[config.mk]
export PLATFORM = sky130hd
export DESIGN_NAME = uart_tx_ctrl_flat
export DESIGN_NICKNAME = d
export VERILOG_FILES = /design/src/rtl/uart_tx_ctrl_if.sv /design/src/rtl/uart_tx_ctrl.sv /design/src/flat_wrapper.sv
export SDC_FILE = /design/constraint.sdc
export NUM_CORES = 1
export LEC_CHECK = 0
export BUFFER_PORTS_ARGS = -buffer_cell sky130_fd_sc_hd__buf_2
export CAP_MARGIN = 20
export CORE_ASPECT_RATIO = 0.7
export CORE_MARGIN = 2
export CORE_UTILIZATION = 55
export CTS_CLUSTER_DIAMETER = 60
export CTS_CLUSTER_SIZE = 25
export DETAILED_ROUTE_END_ITERATION = 7
export HOLD_SLACK_MARGIN = 0.06
export MAX_ROUTING_LAYER = met4
export PLACE_DENSITY = 0.77
export SETUP_SLACK_MARGIN = 0.2
export SLEW_MARGIN = 30
export SYNTH_ARGS = -nofsm -noshare
export SYNTH_HDL_FRONTEND = slang
export SYNTH_SLANG_ARGS = --single-unit
[constraint.sdc]
create_clock -name CLK -period 2.2 [get_ports CLK]
set_clock_uncertainty 0.2 [all_clocks]
set_input_delay 0.55 -clock CLK [delete_from_list [all_inputs] [get_ports CLK]]
set_output_delay 0.55 -clock CLK [all_outputs]
set_load 0.03 [all_outputs]
[src/rtl/uart_tx_ctrl_if.sv]
`default_nettype none
`timescale 1ns/1ps
// ============================================================================
// Module      : uart_tx_ctrl_if
// Description : Parallel-side request bundle and serial line of uart_tx_ctrl.
// Revision    : 1.0 - initial release
// ============================================================================
interface uart_tx_ctrl_if #(
    parameter int DATA_WIDTH = 8
) ();
    logic [DATA_WIDTH-1:0] P_DATA;
    logic                  Data_Valid;
    logic                  PAR_EN;
    logic                  PAR_TYP;
    logic                  STOP2;
    logic                  TX_OUT;
    logic                  busy;

    modport master (
        output P_DATA,
        output Data_Valid,
        output PAR_EN,
        output PAR_TYP,
        output STOP2,
        input  TX_OUT,
        input  busy
    );

    modport slave (
        input  P_DATA,
        input  Data_Valid,
        input  PAR_EN,
        input  PAR_TYP,
        input  STOP2,
        output TX_OUT,
        output busy
    );
endinterface
`default_nettype wire

[src/rtl/uart_tx_ctrl.sv]
`default_nettype none
`timescale 1ns/1ps
// ============================================================================
// Module      : uart_tx_ctrl
// Description : UART frame serializer, one line bit per CLK, optional parity
//               and one/two stop bits. Define UART_TX_BACK2BACK_EN to allow a
//               new frame to start right after the final stop bit.
// Revision    : 1.0 - initial release
// ============================================================================
module uart_tx_ctrl #(
    parameter int DATA_WIDTH = 8
) (
    input  wire logic          CLK,
    input  wire logic          RST,
    uart_tx_ctrl_if.slave      bus
);
    localparam int c_CNT_W = $clog2(DATA_WIDTH);

    typedef enum logic [2:0] {
        c_IDLE   = 3'd0,
        c_START  = 3'd1,
        c_DATA   = 3'd2,
        c_PARITY = 3'd3,
        c_STOP   = 3'd4
    } state_t;

    state_t                r_state;
    logic [DATA_WIDTH-1:0] r_data;
    logic                  r_par_en;
    logic                  r_par_typ;
    logic                  r_stop2;
    logic                  r_stop_second;
    logic [c_CNT_W-1:0]    r_cnt;
    logic                  r_tx;
    logic                  r_busy;

    logic [c_CNT_W-1:0]    w_cnt_nxt;
    logic                  w_last_bit;
    logic                  w_parity;

    assign w_cnt_nxt  = r_cnt + c_CNT_W'(1);
    assign w_last_bit = (r_cnt == c_CNT_W'(DATA_WIDTH - 1));
    assign w_parity   = (^r_data) ^ r_par_typ;

    // TX_OUT is registered: the value assigned at an edge is the bit of the state being entered.
    always_ff @(posedge CLK) begin
        if (!RST) begin
            r_state       <= c_IDLE;
            r_data        <= '0;
            r_par_en      <= 1'b0;
            r_par_typ     <= 1'b0;
            r_stop2       <= 1'b0;
            r_stop_second <= 1'b0;
            r_cnt         <= '0;
            r_tx          <= 1'b1;
            r_busy        <= 1'b0;
        end else begin
            case (r_state)
                c_IDLE: begin
                    r_tx   <= 1'b1;
                    r_busy <= 1'b0;
                    if (bus.Data_Valid) begin
                        r_data    <= bus.P_DATA;
                        r_par_en  <= bus.PAR_EN;
                        r_par_typ <= bus.PAR_TYP;
                        r_stop2   <= bus.STOP2;
                        r_tx      <= 1'b0;
                        r_busy    <= 1'b1;
                        r_state   <= c_START;
                    end
                end

                c_START: begin
                    r_cnt   <= '0;
                    r_tx    <= r_data[0];
                    r_state <= c_DATA;
                end

                c_DATA: begin
                    if (w_last_bit) begin
                        if (r_par_en) begin
                            r_tx    <= w_parity;
                            r_state <= c_PARITY;
                        end else begin
                            r_tx          <= 1'b1;
                            r_stop_second <= 1'b0;
                            r_state       <= c_STOP;
                        end
                    end else begin
                        r_cnt <= w_cnt_nxt;
                        r_tx  <= r_data[w_cnt_nxt];
                    end
                end

                c_PARITY: begin
                    r_tx          <= 1'b1;
                    r_stop_second <= 1'b0;
                    r_state       <= c_STOP;
                end

                c_STOP: begin
                    if (r_stop2 && !r_stop_second) begin
                        r_stop_second <= 1'b1;
                        r_tx          <= 1'b1;
                    end else begin
                        r_tx    <= 1'b1;
                        r_busy  <= 1'b0;
                        r_state <= c_IDLE;
`ifdef UART_TX_BACK2BACK_EN
                        if (bus.Data_Valid) begin
                            r_data    <= bus.P_DATA;
                            r_par_en  <= bus.PAR_EN;
                            r_par_typ <= bus.PAR_TYP;
                            r_stop2   <= bus.STOP2;
                            r_tx      <= 1'b0;
                            r_busy    <= 1'b1;
                            r_state   <= c_START;
                        end
`endif
                    end
                end

                default: begin
                    r_tx    <= 1'b1;
                    r_busy  <= 1'b0;
                    r_state <= c_IDLE;
                end
            endcase
        end
    end

    assign bus.TX_OUT = r_tx;
    assign bus.busy   = r_busy;

endmodule
`default_nettype wire

[src/flat_wrapper.sv]
// flat-port wrapper written by rule: the top's interface ports become plain ports
module uart_tx_ctrl_flat 
#(
    parameter int DATA_WIDTH = 8
)
  (CLK, RST, bus_P_DATA, bus_Data_Valid, bus_PAR_EN, bus_PAR_TYP, bus_STOP2, bus_TX_OUT, bus_busy);
  uart_tx_ctrl_if #(.DATA_WIDTH(DATA_WIDTH)) bus_i ();
  input  wire logic CLK;
  input  wire logic RST;
  input wire logic [$bits(bus_i.P_DATA)-1:0] bus_P_DATA;
  input wire logic [$bits(bus_i.Data_Valid)-1:0] bus_Data_Valid;
  input wire logic [$bits(bus_i.PAR_EN)-1:0] bus_PAR_EN;
  input wire logic [$bits(bus_i.PAR_TYP)-1:0] bus_PAR_TYP;
  input wire logic [$bits(bus_i.STOP2)-1:0] bus_STOP2;
  output wire logic [$bits(bus_i.TX_OUT)-1:0] bus_TX_OUT;
  output wire logic [$bits(bus_i.busy)-1:0] bus_busy;
  assign bus_i.P_DATA = bus_P_DATA;
  assign bus_i.Data_Valid = bus_Data_Valid;
  assign bus_i.PAR_EN = bus_PAR_EN;
  assign bus_i.PAR_TYP = bus_PAR_TYP;
  assign bus_i.STOP2 = bus_STOP2;
  assign bus_TX_OUT = bus_i.TX_OUT;
  assign bus_busy = bus_i.busy;
  uart_tx_ctrl #(.DATA_WIDTH(DATA_WIDTH)) u_core (.CLK(CLK), .RST(RST), .bus(bus_i));
endmodule
==> flow_summary_export.csv <==
group,metric,value,unit
yosys,synth-async-reset-ratio,0,%
power_and_ir_drop,powerDensity,659,nW/um^2
yosys,yosys-top-cells-area,"dfxtp_1 (37%), nand2_1 (8.6%), a21boi_0 (8.2%)",
yosys,synth_edf_count,0,
die,start_util,58.6,%
die,dieArea,2370,um^2
setup_path,crit_required,2.19,ns
power_and_ir_drop,p_total,0.795,mW
timing,final_hold_viol_count,0,
yosys,synth_top_area_cell,"dfxtp_1",
setup_path,critical-path-max-stage-delay,0.41,ns
place,gp_congestion,0.824,
yosys,synth_ff_type,"dfxtp_1",
global_route,grt_pass1_wl,3630,um
detailed_routing,postRouteWirelength,2140,um
cells_and_area,regArea,400,um^2
yosys,synth_nets,147,
cells_and_area,finalNetCount,160,
die,die_h,41.4,um
clock_tree,clock_latency,0.30,ns
yosys,netlist_instances,131,
cells_and_area,multi_input_area,649,um^2
detailed_routing,avgViaCountPerCell,5.65,
die,core_area,1870,um^2
yosys,netlist_top_cells_count,"nand2_1 (25), dfxtp_1 (20), a21boi_0 (12), a21oi_1 (7)",
global_route,grt_overflow,0,
yosys,synth_cell_types,37,
yosys,synth_area_per_cell,8.37,um^2
place,port_buffers,15,
detailed_routing,drt-initial-drc-count,25,
setup_path,startpoint_type,"flip-flop",
clock_tree,clkTransAtPathRegs,0.12,ns
yosys,yosysWarnings,0,
cells_and_area,drive_gt1_share,16.8,%
die,ios,16,
clock_tree,numCtsBuffers,3,
power_and_ir_drop,peakVddDrop,0.000590,V
clock_tree,root_buffer,"clkbuf_4",
die,die_w,57.4,um
timing,max_slew.worst_pin.slew,0.445,ns
global_route,antenna_found_initial,0,
timing,fin_crit,1.92,ns
timing,slew_violations,0,
global_route,grt_use_total,21.7,%
timing,rsz0062_at_grt,"false",
detailed_routing,ant_nets,0,
hold_path,hold_depth,3,
setup_path,path_cells,"ha_2 > mux2_2 > or3_1 > nand3_1 > o211ai_1",
setup_path,criticalPathCategory,"flip-flop to flip-flop",
setup_path,cp_max_fo,5,
setup_path,ff2ff_setup_slack,0.28,ns
timing,fmax,521,MHz
yosys,yosys.cell_count.top_type,"nand2_1",
clock_tree,clock_path_buffers,2,
yosys,netlist_area,1100,um^2
outcome,outcome,"complete, no violations",
job,max-cap-violations,0,
clock_tree,h-tree-depth,1,
setup_path,r2r_cells,5,
yosys,ys_ff_latch,20,
timing,setup_violations,0,
detailed_routing,post-route-drc-count,0,
timing,slew_headroom,69.6,%
cells_and_area,syn2layout_area_growth,10.2,%
cells_and_area,nFillCells,160,
place,dp_hpwl,1600,um
clock_tree,cts.sinks,20,
cells_and_area,antennaDiodeCount,0,
hold_path,min_path_type,"input pin to flip-flop",
detailed_routing,wl_per_cell,12.9,um
global_route,grt_pass1_vias,838,
detailed_routing,dr.pass1.iters,4,
die,num_rows,13,
yosys,synth_top_area_share,36.5,%
yosys,ys_seq_area_share,36.5,%
power_and_ir_drop,p_leak,0.496,nW
detailed_routing,vias,932,
cells_and_area,final_core_util,64.5,%
setup_path,slowest_stage,"ha_2",
setup_path,crit_path_end_kind,"flip-flop",
timing,period_share,87.3,%
setup_path,arrival,1.92,ns
clock_tree,tritoncts,"built",
timing,setup_tns,0,ns
global_route,grt_start_max_net_pins,20,
## cell type report
class                           instances  share of cell area (%)
Clock buffer                            4                    3.01
Inverter                                3                   0.933
Tap cell                               22                    2.28
Timing Repair Buffer                   16                    6.84
Multi-Input combinational cell        100                    53.8
Sequential cell                        20                    33.2
## flip-flops by register name (all words and copies together) (netlist names)
register	flops
u_core.r_data	8
u_core.r_cnt	3
u_core.r_state	3
u_core.bus.TX_OUT	1
u_core.bus.busy	1
u_core.r_par_en	1
u_core.r_par_typ	1
u_core.r_stop2	1
u_core.r_stop_second	1
## through the flow
| step | cell area [um^2] | hold WS, ns | instances | worst slack (ns) |
|---|---|---|---|---|
| finish | 1210 | 0.275 | 165 | 0.279 |
| global route | 1210 | 0.281 | 165 | 0.201 |
| CTS | 1200 | 0.276 | 165 | 0.255 |
| detailed placement | 1170 | 0.274 | 161 | 0.283 |
| global placement | 1170 | 0.267 | 161 | 0.341 |
| floorplan | 1100 | 0.252 | 131 | 0.357 |
## final timing paths
check / startpoint / endpoint
hold reg to reg: u_core.bus.busy / u_core.bus.busy
setup reg to reg: u_core.r_cnt[0] / u_core.bus.TX_OUT
hold / removal: bus_P_DATA[6] / u_core.r_data[6]
setup / recovery: u_core.r_cnt[0] / u_core.bus.TX_OUT
## routing by layer
| metal | track usage, % | wire, um | vias to the layer above |
|---|---|---|---|
| li1 | - | - | 474 |
| met1 | 24.8 | 992 | 427 |
| met2 | 38.1 | 991 | 29 |
| met3 | 7.72 | 139 | 2 |
| met4 | 5.23 | 13 | 0 |
| met5 | - | 0 | - |
## cells in the final DEF, fill, tap and decap left out
cell / netlist / final
o21a_1: 1 / 1
inv_1: 3 / 3
a21boi_0: 12 / 12
xnor2_1: 4 / 4
o21ai_0: 5 / 5
nor3b_1: 2 / 2
clkbuf_4: 0 / 3
a22o_1: 1 / 1
a311oi_1: 1 / 1
mux2i_1: 3 / 3
nor2_1: 4 / 4
a21o_1: 1 / 1
nand3_1: 2 / 2
dfxtp_1: 20 / 20
clkbuf_8: 0 / 1
buf_2: 4 / 15
a2bb2oi_1: 1 / 1
nand2_1: 25 / 25
xor2_1: 2 / 2
nor3_1: 1 / 1
and2_1: 4 / 4
a2111oi_0: 1 / 1
nand4b_1: 1 / 1
nor2b_1: 2 / 2
nand2b_1: 5 / 5
ha_2: 0 / 2
buf_4: 1 / 1
xnor3_1: 1 / 1
o2bb2ai_1: 2 / 2
nand3b_1: 1 / 1
and3_1: 2 / 2
or3b_1: 1 / 1
and2b_1: 1 / 1
a21oi_1: 7 / 7
mux2_2: 2 / 2
o211ai_1: 2 / 2
or3_1: 1 / 1
## logic make-up (layout without fill, tap and decap cells)
| logic type | count (synthesis) | count (layout) | synth area share [%] |
|---|---|---|---|
| buffers and inverters | 11 | 23 | 4.68 |
| AO/OA/AOI/OAI | 34 | 34 | 21.2 |
| adder cells (fa/ha/maj) | 2 | 2 | 2.28 |
| multiplexers | 5 | 5 | 4.79 |
| AND/OR/NAND/NOR | 52 | 52 | 23.6 |
| XOR/XNOR | 7 | 7 | 6.85 |
| flip-flops | 20 | 20 | 36.5 |
## critical path, delay by kind of cell, from the launching register on
family,cells,cell delay (ns)
AND/OR/NAND/NOR,2,0.39
adder cells (fa/ha/maj),1,0.41
flip-flops,1,0.37
AO/OA/AOI/OAI,1,0.08
multiplexers,1,0.35
## power breakdown
group / internal, mW / switching (mW) / total, mW
logic: 0.0824 / 0.0821 / 0.165
registers: 0.386 / 0.0265 / 0.413
clock network: 0.101 / 0.117 / 0.218
## what timing repair did
item,4_1_cts,5_1_grt
hold buffers,0,0
buffers inserted,0,0
gates resized for setup,0,2
endpoints found under the setup margin,0,2
endpoints found under the hold margin,0,0
Note: power is estimated with default switching activity, not from simulation.
